<file path="config.mk">
export PLATFORM = sky130hd
export DESIGN_NAME = timer_bank
export DESIGN_NICKNAME = d
export VERILOG_FILES = /design/src/rtl/timer_pkg.sv /design/src/rtl/timer_channel.sv /design/src/rtl/timer_bank.sv
export SDC_FILE = /design/constraint.sdc
export NUM_CORES = 1
export LEC_CHECK = 0
export ABC_AREA = 1
export BUFFER_PORTS_ARGS = -buffer_cell sky130_fd_sc_hd__buf_2
export CAP_MARGIN = 20
export CORE_UTILIZATION = 35
export DETAILED_ROUTE_END_ITERATION = 10
export PLACE_DENSITY = 0.49
export SLEW_MARGIN = 10
export SYNTH_ARGS = -nofsm -noshare
export SYNTH_HDL_FRONTEND = slang
export SYNTH_SLANG_ARGS = --single-unit
</file>
<file path="constraint.sdc">
create_clock -name clk -period 3.08 [get_ports clk]
set_clock_uncertainty 0.1 [all_clocks]
set_input_delay 0.462 -clock clk [delete_from_list [all_inputs] [get_ports clk]]
set_output_delay 0.462 -clock clk [all_outputs]
set_load 0.005 [all_outputs]
</file>
<file path="src/rtl/timer_pkg.sv">
// Shared definitions for the timer bank: register offsets, CTRL bit positions
// and the packed CTRL flag layout.
package timer_pkg;

  localparam int unsigned OFF_COUNT = 0;
  localparam int unsigned OFF_LIMIT = 4;
  localparam int unsigned OFF_CTRL  = 8;

  localparam int unsigned CTRL_READY = 0;
  localparam int unsigned CTRL_EN    = 1;
  localparam int unsigned CTRL_OVF   = 2;
  localparam int unsigned CTRL_IE    = 3;

  localparam int unsigned CTRL_WIDTH = 4;

  // Member order places ready at bit 0, matching the CTRL_* indices.
  typedef struct packed {
    logic ie;
    logic ovf;
    logic en;
    logic ready;
  } ctrl_t;

  typedef enum logic [1:0] {
    RegNone,
    RegCount,
    RegLimit,
    RegCtrl
  } reg_sel_e;

  function automatic reg_sel_e decode_offset(input int unsigned off);
    reg_sel_e sel;
    sel = RegNone;
    if (off == OFF_COUNT) sel = RegCount;
    else if (off == OFF_LIMIT) sel = RegLimit;
    else if (off == OFF_CTRL) sel = RegCtrl;
    return sel;
  endfunction

endpackage

</file>
<file path="src/rtl/timer_channel.sv">
// One timer channel: prescaler, COUNT/LIMIT/CTRL registers and the tick/wrap
// logic with sticky READY/OVF flags.
module timer_channel
  import timer_pkg::*;
#(
  parameter int unsigned BITS        = 32,
  parameter int unsigned TICK_CYCLES = 25000
) (
  input  logic            clk_i,
  input  logic            rst_ni,
  input  logic            we_count_i,
  input  logic            we_limit_i,
  input  logic            we_ctrl_i,
  input  logic [BITS-1:0] wdata_i,
  output logic [BITS-1:0] count_o,
  output logic [BITS-1:0] limit_o,
  output logic [BITS-1:0] ctrl_o,
  output logic            irq_o
);

  localparam int unsigned PW = (TICK_CYCLES > 1) ? $clog2(TICK_CYCLES) : 1;
  localparam logic [PW-1:0] PRESC_MAX = PW'(TICK_CYCLES - 1);
  localparam logic [PW-1:0] PRESC_ONE = PW'(1);
  localparam logic [BITS-1:0] ONE = BITS'(1);

  logic [PW-1:0]   presc_q, presc_d;
  logic [BITS-1:0] count_q, count_d;
  logic [BITS-1:0] limit_q, limit_d;
  ctrl_t           ctrl_q, ctrl_d;

  logic tick;
  logic wrap_hit;
  logic wrap;

  assign tick = ctrl_q.en && (presc_q == PRESC_MAX);

  // LIMIT==0 makes limit-1 all-ones, so the free-running wrap and the
  // above-limit wrap at 2^BITS both fall out of the same compare.
  assign wrap_hit = (count_q == (limit_q - ONE)) || (&count_q);

  // A COUNT write on a tick edge wins and suppresses the READY set.
  assign wrap = tick && wrap_hit && !we_count_i;

  always_comb begin
    presc_d = presc_q;
    if (we_count_i || we_ctrl_i) begin
      presc_d = '0;
    end else if (ctrl_q.en) begin
      presc_d = tick ? '0 : presc_q + PRESC_ONE;
    end
  end

  always_comb begin
    count_d = count_q;
    if (we_count_i) begin
      count_d = wdata_i;
    end else if (tick) begin
      count_d = wrap_hit ? '0 : count_q + ONE;
    end
  end

  always_comb begin
    limit_d = limit_q;
    if (we_limit_i) begin
      limit_d = wdata_i;
    end
  end

  always_comb begin
    ctrl_d = ctrl_q;
    if (we_ctrl_i) begin
      ctrl_d.en    = wdata_i[CTRL_EN];
      ctrl_d.ie    = wdata_i[CTRL_IE];
      ctrl_d.ready = ctrl_q.ready & wdata_i[CTRL_READY];
      ctrl_d.ovf   = ctrl_q.ovf & wdata_i[CTRL_OVF];
    end
    // Set wins over a same-edge clear; OVF looks at READY before the write.
    if (wrap) begin
      ctrl_d.ready = 1'b1;
      if (ctrl_q.ready) begin
        ctrl_d.ovf = 1'b1;
      end
    end
  end

  always_ff @(posedge clk_i or negedge rst_ni) begin
    if (!rst_ni) begin
      presc_q <= '0;
      count_q <= '0;
      limit_q <= '0;
      ctrl_q  <= '0;
    end else begin
      presc_q <= presc_d;
      count_q <= count_d;
      limit_q <= limit_d;
      ctrl_q  <= ctrl_d;
    end
  end

  assign count_o = count_q;
  assign limit_o = limit_q;
  assign ctrl_o  = {{(BITS - CTRL_WIDTH){1'b0}}, ctrl_q};
  assign irq_o   = ctrl_q.ready & ctrl_q.ie;

endmodule

</file>
<file path="src/rtl/timer_bank.sv">
// Memory-mapped bank of NUM_CH programmable timers on the OR-combined data bus;
// decodes addresses, fans out write enables and ORs the per-channel read data.
module timer_bank
  import timer_pkg::*;
#(
  parameter int unsigned     BITS        = 32,
  parameter int unsigned     NUM_CH      = 4,
  parameter logic [BITS-1:0] BASE        = 32'hF000_0020,
  parameter int unsigned     CH_STRIDE   = 16,
  parameter int unsigned     TICK_CYCLES = 25000
) (
  input  logic              clk,
  input  logic              reset,
  input  logic              we,
  input  logic              re,
  input  logic [BITS-1:0]   memAddr,
  input  logic [BITS-1:0]   dataBusIn,
  output logic [BITS-1:0]   dataBusOut,
  output logic [NUM_CH-1:0] irq
);

  logic [NUM_CH-1:0][BITS-1:0] rd_data;
  logic                        aligned;

  assign aligned = (memAddr[1:0] == 2'b00);

  for (genvar c = 0; c < NUM_CH; c++) begin : g_ch
    localparam logic [BITS-1:0] AddrCount = BASE + BITS'(c * CH_STRIDE + OFF_COUNT);
    localparam logic [BITS-1:0] AddrLimit = BASE + BITS'(c * CH_STRIDE + OFF_LIMIT);
    localparam logic [BITS-1:0] AddrCtrl  = BASE + BITS'(c * CH_STRIDE + OFF_CTRL);

    reg_sel_e        sel;
    logic [BITS-1:0] count, limit, ctrl;
    logic            ch_irq;

    always_comb begin
      sel = RegNone;
      if (aligned) begin
        if (memAddr == AddrCount) sel = RegCount;
        else if (memAddr == AddrLimit) sel = RegLimit;
        else if (memAddr == AddrCtrl) sel = RegCtrl;
      end
    end

    timer_channel #(
      .BITS        (BITS),
      .TICK_CYCLES (TICK_CYCLES)
    ) u_channel (
      .clk_i      (clk),
      .rst_ni     (reset),
      .we_count_i (we && (sel == RegCount)),
      .we_limit_i (we && (sel == RegLimit)),
      .we_ctrl_i  (we && (sel == RegCtrl)),
      .wdata_i    (dataBusIn),
      .count_o    (count),
      .limit_o    (limit),
      .ctrl_o     (ctrl),
      .irq_o      (ch_irq)
    );

    assign rd_data[c] = !re               ? '0    :
                        (sel == RegCount) ? count :
                        (sel == RegLimit) ? limit :
                        (sel == RegCtrl)  ? ctrl  : '0;

    assign irq[c] = ch_irq;
  end

  // Unaddressed channels contribute zero, so the OR is the selected register.
  always_comb begin
    dataBusOut = '0;
    for (int i = 0; i < NUM_CH; i++) begin
      dataBusOut = dataBusOut | rd_data[i];
    end
  end

  logic unused_decode;
  assign unused_decode = ^decode_offset(OFF_COUNT);

endmodule
</file>
==> impl_metrics.csv, run 1 <==
group,metric,value,unit
floorplanning,floorplan.initialDensity,35.47,%
floorplanning,io_pins,104,
route,vias,29410,
hold_path,hold_class,"input port to flip-flop",
route,wl_per_cell,22.64,um
critical_path,cp.required,2.52,ns
route,vias_per_cell,5.363,
route,drt-initial-drc-count,2920,
critical_path,r2r_slack,0.13,ns
synth,synth_seq_cells,332,
sta,finalCritPeriodShare,98.64,%
clock_tree,clockBufferDepth,3,
synth,ys_async_sr_fraction,100.0,%
global_route,grt.total_usage,31.58,%
floorplanning,die_y,279.9,um
sta,setup_viol,0,
clock_tree,cts_sinks,332,
layout,drive_above_1_share,11.27,%
floorplanning,rows,101,
critical_path,r2r_end,"g_ch[3].u_channel.ctrl_o[2]",
critical_path,reg2reg_from,"g_ch[3].u_channel.limit_o[0]",
critical_path,path_class,"input port to primary output",
synth,synth_edf_count,0,
synth,syn_area_per_cell,6.357,um^2
critical_path,startpoint_type,"input port",
hold_path,hold_start,"dataBusIn[1]",
sta,rsz0062_at_grt,"true",
synth,syn_inst,4252,
placement,globalplace.congestion,0.9987,
run,cap_viol_max_count,0,
clock_tree,clk_latency,0.60,ns
power,total_power,10.38,mW
global_route,grt_pass1_wl,184600,um
sta,hold_viol_final,0,
route,drt_pass1_iterations,5,
critical_path,worstPathMaxFanout,21,
synth,syn-num-nets,4332,
route,ant_nets,0,
floorplanning,die_w,279.9,um
clock_tree,htree_levels,2,
power,vdd_drop_max,332.9,uV
placement,io_buffer_count,103,
global_route,grt_max_degree,67,
hold_path,holdPathStages,2,
placement,placed_area,29720,um^2
clock_tree,clkTransAtPathRegs,0.05,ns
global_route,grt_pass1_vias,27830,
hold_path,whs_endpoint,"g_ch[2].u_channel.ctrl_o[1]",
global_route,grt-ovfl-total,0,
sta,post-route-min-period,3.038,ns
layout,fin_nets,4502,
status,run_status,"finished, final reports clean",
layout,area_growth,16.47,%
sta,slew_violations,0,
global_route,antenna_found_initial,2,
layout,layout_common_cells,"nand2_1, inv_1, nor2_1",
floorplanning,fp.dieArea,78350,um^2
critical_path,r2r_cells,17,
sta,fmax,329.2,MHz
synth,synth_top_flop_cell,"dfrtp_1",
synth,ys_warn_count,0,
clock_tree,cts_tree,"done",
floorplanning,core_area,76200,um^2
clock_tree,root_buffer,"clkbuf_16",
synth,syn-cell-area,27030,um^2
critical_path,endpoint_kind,"primary output",
power,power_density,329.9,nW/um^2
placement,dp_hpwl,96750,um
synth,synth-seq-area-share,30.74,%
sta,max-slew-margin-rel,33.01,%
sta,worst_pin_slew,1.004,ns
route,drcViolationCount,0,
critical_path,critPathArrivalTime,2.48,ns
layout,diodes,0,
synth,synth.distinct_cells,57,
clock_tree,numCtsBuffers,44,
layout,final_cell_area,31480,um^2
route,drt_wl_total,124200,um
layout,mostFrequentLayoutCell,"nand2_1",
power,leakage,15.89,nW
[worst max path at each step]
| stage | from | end | cells past startpoint | slack (ns) |
|---|---|---|---|---|
| detailed placement | memAddr[8] | dataBusOut[8] | 15 | -0.09 |
| global route | memAddr[1] | dataBusOut[17] | 11 | -0.02 |
| global placement | memAddr[8] | dataBusOut[8] | 15 | -0.09 |
| floorplan | memAddr[8] | dataBusOut[2] | 13 | 0.58 |
| finish | memAddr[17] | dataBusOut[27] | 13 | 0.04 |
| CTS | memAddr[1] | dataBusOut[16] | 11 | -0.05 |
[routing by layer]
layer	share of wire [%]	wire length [um]	global-route usage [%]	vias to the layer above
li1	-	-	-	14170
met1	45	55350	43.82	13950
met2	44	54940	49.49	1097
met3	7.3	9094	4.662	193
met4	3.8	4779	11.55	0
met5	0	0	0	-
[cells by family (layout without fill, tap and decap cells)]
| logic type | Yosys count | after routing | synth area share (%) |
|---|---|---|---|
| mux | 1 | 1 | 0.03703 |
| xor+xnor | 199 | 199 | 6.499 |
| compound gates | 583 | 583 | 12.24 |
| flops | 332 | 332 | 30.74 |
| fa+ha+maj | 12 | 12 | 0.5554 |
| simple gates | 2275 | 2275 | 37.63 |
| buf+inv | 850 | 1052 | 12.31 |
[power breakdown]
part           total (mW)  switching, mW  internal (mW)
clock                5.66           2.22           3.44
combinational       0.361          0.300         0.0609
sequential           4.36     0.00000483           4.36
[sequential cells by signal, indices dropped and copies added (netlist names)]
register	flops
g_ch.u_channel.limit_o	128
g_ch.u_channel.ctrl_o	16
g_ch.u_channel.presc_q	60
g_ch.u_channel.count_o	128
[synthesized netlist by cell type (all sizes together), types with 2 or more instances]
cell	n	share of area, %
nand2	1079	15
inv	700	9.7
nor2	522	8.1
dfrtp	332	31
o21ai	263	4.9
nand3	248	4.7
nand4	208	4.9
o22ai	179	4.1
xor2	158	5.1
nor3	149	2.9
clkbuf	86	1.2
a21oi	65	1.2
buf	62	1.4
xnor2	40	1.3
a31oi	30	0.69
nand3b	26	0.72
nor4	26	0.65
o211ai	13	0.36
ha	12	0.56
o21bai	10	0.28
or2	9	0.21
nor3b	6	0.17
o21a	4	0.11
o221ai	3	0.097
o31ai	3	0.083
a211oi	2	0.056
a21o	2	0.056
a41oi	2	0.065
clkinv	2	0.028
o41ai	2	0.065
[per-stage QoR]
stage,worst slack [ns],std cells,hold WS [ns],setup TNS (ns),util (%)
after CTS,-0.04646,5481,0.02476,-0.2013,41.06
after floorplan,0.5775,4252,0.06641,0,-
after global routing,-0.02049,5484,0.03545,-0.09393,41.31
after global placement,-0.09395,5402,0.3576,-0.4029,39.00
after detailed placement,-0.09327,5402,0.3470,-0.2624,39.00
final,0.04190,5484,0.04891,0,41.31
[cell type report]
class | count | area [um^2]
Clock buffer | 60 | 1254
Clock inverter | 18 | 296.5
Fill cell | 8354 | 44720
Inverter | 702 | 2643
Multi-Input combinational cell | 3070 | 15560
Sequential cell | 332 | 8308
Tap cell | 1030 | 1289
Timing Repair Buffer | 272 | 2136
[critical path, stage by stage]
cell,delay (ns)
buf_2,0.09
inv_1,0.08
nand4_1,0.08
nor2_1,0.13
nand2_2,0.08
buf_4,0.16
nor2_4,0.16
nand2_2,0.15
buf_12,0.20
o21ai_1,0.22
nor2_1,0.12
a31oi_1,0.33
buf_2,0.18
[repair_timing]
action | in CTS | in global routing
pin swaps | 0 | 12
setup buffers | 0 | 1
hold endpoints to repair | 50 | 0
resized for setup | 3 | 60
hold buffers | 1 | 0
cloned | 0 | 2
setup endpoints to repair | 11 | 83
Power figures use the tool's default switching activity.
==> run 2, diff against run 1 <==
--- a/config.mk
+++ b/config.mk
@@ -6,11 +6,12 @@
 export NUM_CORES = 1
 export LEC_CHECK = 0
 export ABC_AREA = 1
+export ABC_CLOCK_PERIOD_IN_PS = 3080
 export BUFFER_PORTS_ARGS = -buffer_cell sky130_fd_sc_hd__buf_2
 export CAP_MARGIN = 20
 export CORE_UTILIZATION = 35
 export DETAILED_ROUTE_END_ITERATION = 10
-export PLACE_DENSITY = 0.49
+export PLACE_DENSITY = 0.54
 export SLEW_MARGIN = 10
 export SYNTH_ARGS = -nofsm -noshare
 export SYNTH_HDL_FRONTEND = slang
==> run 2 against run 1 <==
Core utilization decreased by 0.23 points. Cell area decreased by 0.57%. Global-route usage decreased by 1.1 points. Sequential power about the same. Clock power decreased by 4.1%. Via count increased by 1.7%. Non-clock buffer count decreased by 12. Sequential share of layout area increased by 0.15 points. Die area unchanged.
==> impl_metrics.csv, run 2 (synthesis gave the netlist of run 1 again) <==
group,metric,value,unit
status,run_status,"finished, final reports clean",
floorplanning,floorplan.initialDensity,35.47,%
clock_tree,clk_latency,0.60,ns
placement,dp_hpwl,92970,um
sta,fmax,335.0,MHz
route,vias_per_cell,5.465,
layout,final_cell_area,31300,um^2
layout,seq_area,8308,um^2
power,clockPowerShare,53.5,%
power,power_density,324.2,nW/um^2
power,p_comb_share,3.5,%
global_route,grt_pass1_vias,27720,
sta,hold_viol_final,0,
placement,io_buffer_count,103,
critical_path,critPathArrivalTime,2.42,ns
global_route,grt_max_degree,65,
clock_tree,clkTransAtPathRegs,0.06,ns
floorplanning,die_y,279.9,um
sta,slew_violations,0,
floorplanning,rows,101,
sta,hold_ws,0.07608,ns
sta,setup_viol,0,
route,drt_pass1_iterations,8,
critical_path,r2r_slack,0.14,ns
clock_tree,root_buffer,"clkbuf_16",
floorplanning,die_w,279.9,um
global_route,grt_pass1_wl,179200,um
power,internal_power,7.622,mW
power,leakage,15.80,nW
placement,globalplace.congestion,1.031,
floorplanning,core_area,76200,um^2
route,drcViolationCount,0,
hold_path,holdPathStages,2,
sta,finalCritPeriodShare,96.92,%
critical_path,r2r_cells,21,
critical_path,cp.required,2.52,ns
sta,post-route-min-period,2.985,ns
critical_path,endpoint_kind,"primary output",
sta,max-slew-margin-rel,40.54,%
clock_tree,cts_tree,"done",
layout,diodes,0,
layout,fill_cells,8311,
hold_path,hold_start,"dataBusIn[1]",
critical_path,cpPeakStageDelay,0.32,ns
critical_path,critical_path.top_delay_family,"simple AND/OR/NAND/NOR gates",
hold_path,hold_class,"input port to flip-flop",
clock_tree,numCtsBuffers,43,
critical_path,path_cells,"buf_2 > nor2_1 > nand2_1 > nor2_4 > inv_2 > nor2_4 > nand3_2 > nor2_4 > nand2_4 > buf_12 > o22ai_1 > inv_1 > a31oi_1 > buf_2",
layout,multi_input_area,15540,um^2
placement,dp_cells,5388,
run,cap_viol_max_count,0,
route,drt-initial-drc-count,3335,
critical_path,reg2reg_from,"g_ch[0].u_channel.limit_o[0]",
critical_path,r2r_end,"g_ch[0].u_channel.ctrl_o[2]",
critical_path,startpoint_type,"input port",
power,vdd_drop_max,414.4,uV
power,p_seq_share,43.0,%
layout,area_growth,15.81,%
critical_path,path_class,"input port to primary output",
hold_path,whs_endpoint,"g_ch[2].u_channel.ctrl_o[1]",
route,drt_wl_total,119800,um
clock_tree,htree_levels,2,
power,p_sw_share,24.90,%
clock_tree,clockBufferDepth,3,
sta,worst_pin_slew,0.8909,ns
layout,layout_common_cells,"nand2_1, inv_1, nor2_1",
route,wl_per_cell,21.90,um
layout,fin_util,41.08,%
route,ant_nets,0,
critical_path,path_buf_inv,5,
power,p_switching,2.528,mW
layout,mostFrequentLayoutCell,"nand2_1",
global_route,antenna_found_initial,2,
layout,stdcell_count,5472,
power,total_power,10.15,mW
layout,fin_nets,4489,
route,vias,29900,
critical_path,cpMostUsedCell,"nor2_4",
floorplanning,io_pins,104,
global_route,grt-ovfl-total,0,
placement,placed_area,29600,um^2
global_route,grt.total_usage,30.43,%
floorplanning,fp.dieArea,78350,um^2
clock_tree,cts_sinks,332,
critical_path,cp_slowest_cell,"a31oi_1",
layout,drive_above_1_share,10.96,%
critical_path,worstPathMaxFanout,19,
==> run 2: cell types whose count changed in the layout (fill, tap and decap cells not counted), moves of 3 or more <==
cell | before | now
clkbuf_1 | 9 | 6
o21ai_1 | 65 | 50
nor2_4 | 17 | 21
o21ai_2 | 7 | 0
buf_4 | 141 | 130
a31oi_1 | 25 | 30
a31oi_2 | 4 | 0
o21ai_0 | 191 | 213
nor2_1 | 462 | 459
clkinvlp_4 | 2 | 6
==> run 2: repair_timing <==
action | CTS | global route
hold buffers | 1 | 0
resized for setup | 2 | 39
endpoints found under the setup margin | 21 | 154
buffers inserted | 0 | 3
gates cloned | 0 | 2
pin swaps | 0 | 6
hold endpoints to repair | 31 | 0
==> run 2: power by group through the flow <==
stage | logic (mW) | clock network (mW) | registers, mW
after CTS | 0.360 | 5.51 | 4.36
final | 0.359 | 5.43 | 4.36
after floorplan | 0.0666 | 0 | 4.44
after global routing | 0.384 | 5.66 | 4.36
after global placement | 0.358 | 0 | 4.44
after detailed placement | 0.358 | 0 | 4.44
==> run 2: final cells by class <==
class | count | share of cell area, %
clock buffer | 56 | 3.853
sequential | 332 | 26.54
tap | 1030 | 4.117
timing repair buffer | 260 | 6.507
multi-input combinational | 3070 | 49.65
clock inverter | 22 | 0.8953
inverter | 702 | 8.442
==> run 2: how the worst max path moves through the flow <==
| stage | startpoint | end | slack, ns | depth (start not counted) |
|---|---|---|---|---|
| after global placement | memAddr[8] | dataBusOut[16] | -0.06 | 14 |
| after floorplan | memAddr[8] | dataBusOut[2] | 0.58 | 13 |
| final | memAddr[13] | dataBusOut[16] | 0.09 | 14 |
| after CTS | memAddr[24] | dataBusOut[6] | 0.03 | 15 |
| after global routing | memAddr[24] | dataBusOut[6] | -0.02 | 16 |
| after detailed placement | memAddr[13] | dataBusOut[6] | -0.1 | 15 |
==> run 2: metrics by stage <==
stage / worst slack, ns / setup TNS [ns]
detailed placement: -0.09741 / -0.7654
floorplan: 0.5775 / 0
global route: -0.01753 / -0.07897
finish: 0.09482 / 0
CTS: 0.02538 / 0
global placement: -0.06405 / -0.4232
==> run 2: metal layers <==
| layer | global-route usage (%) | wire length, um |
|---|---|---|
| met5 | 0 | 0 |
| met2 | 47.66 | 52610 |
| met1 | 41.03 | 51040 |
| met4 | 13.75 | 6166 |
| met3 | 4.946 | 10000 |
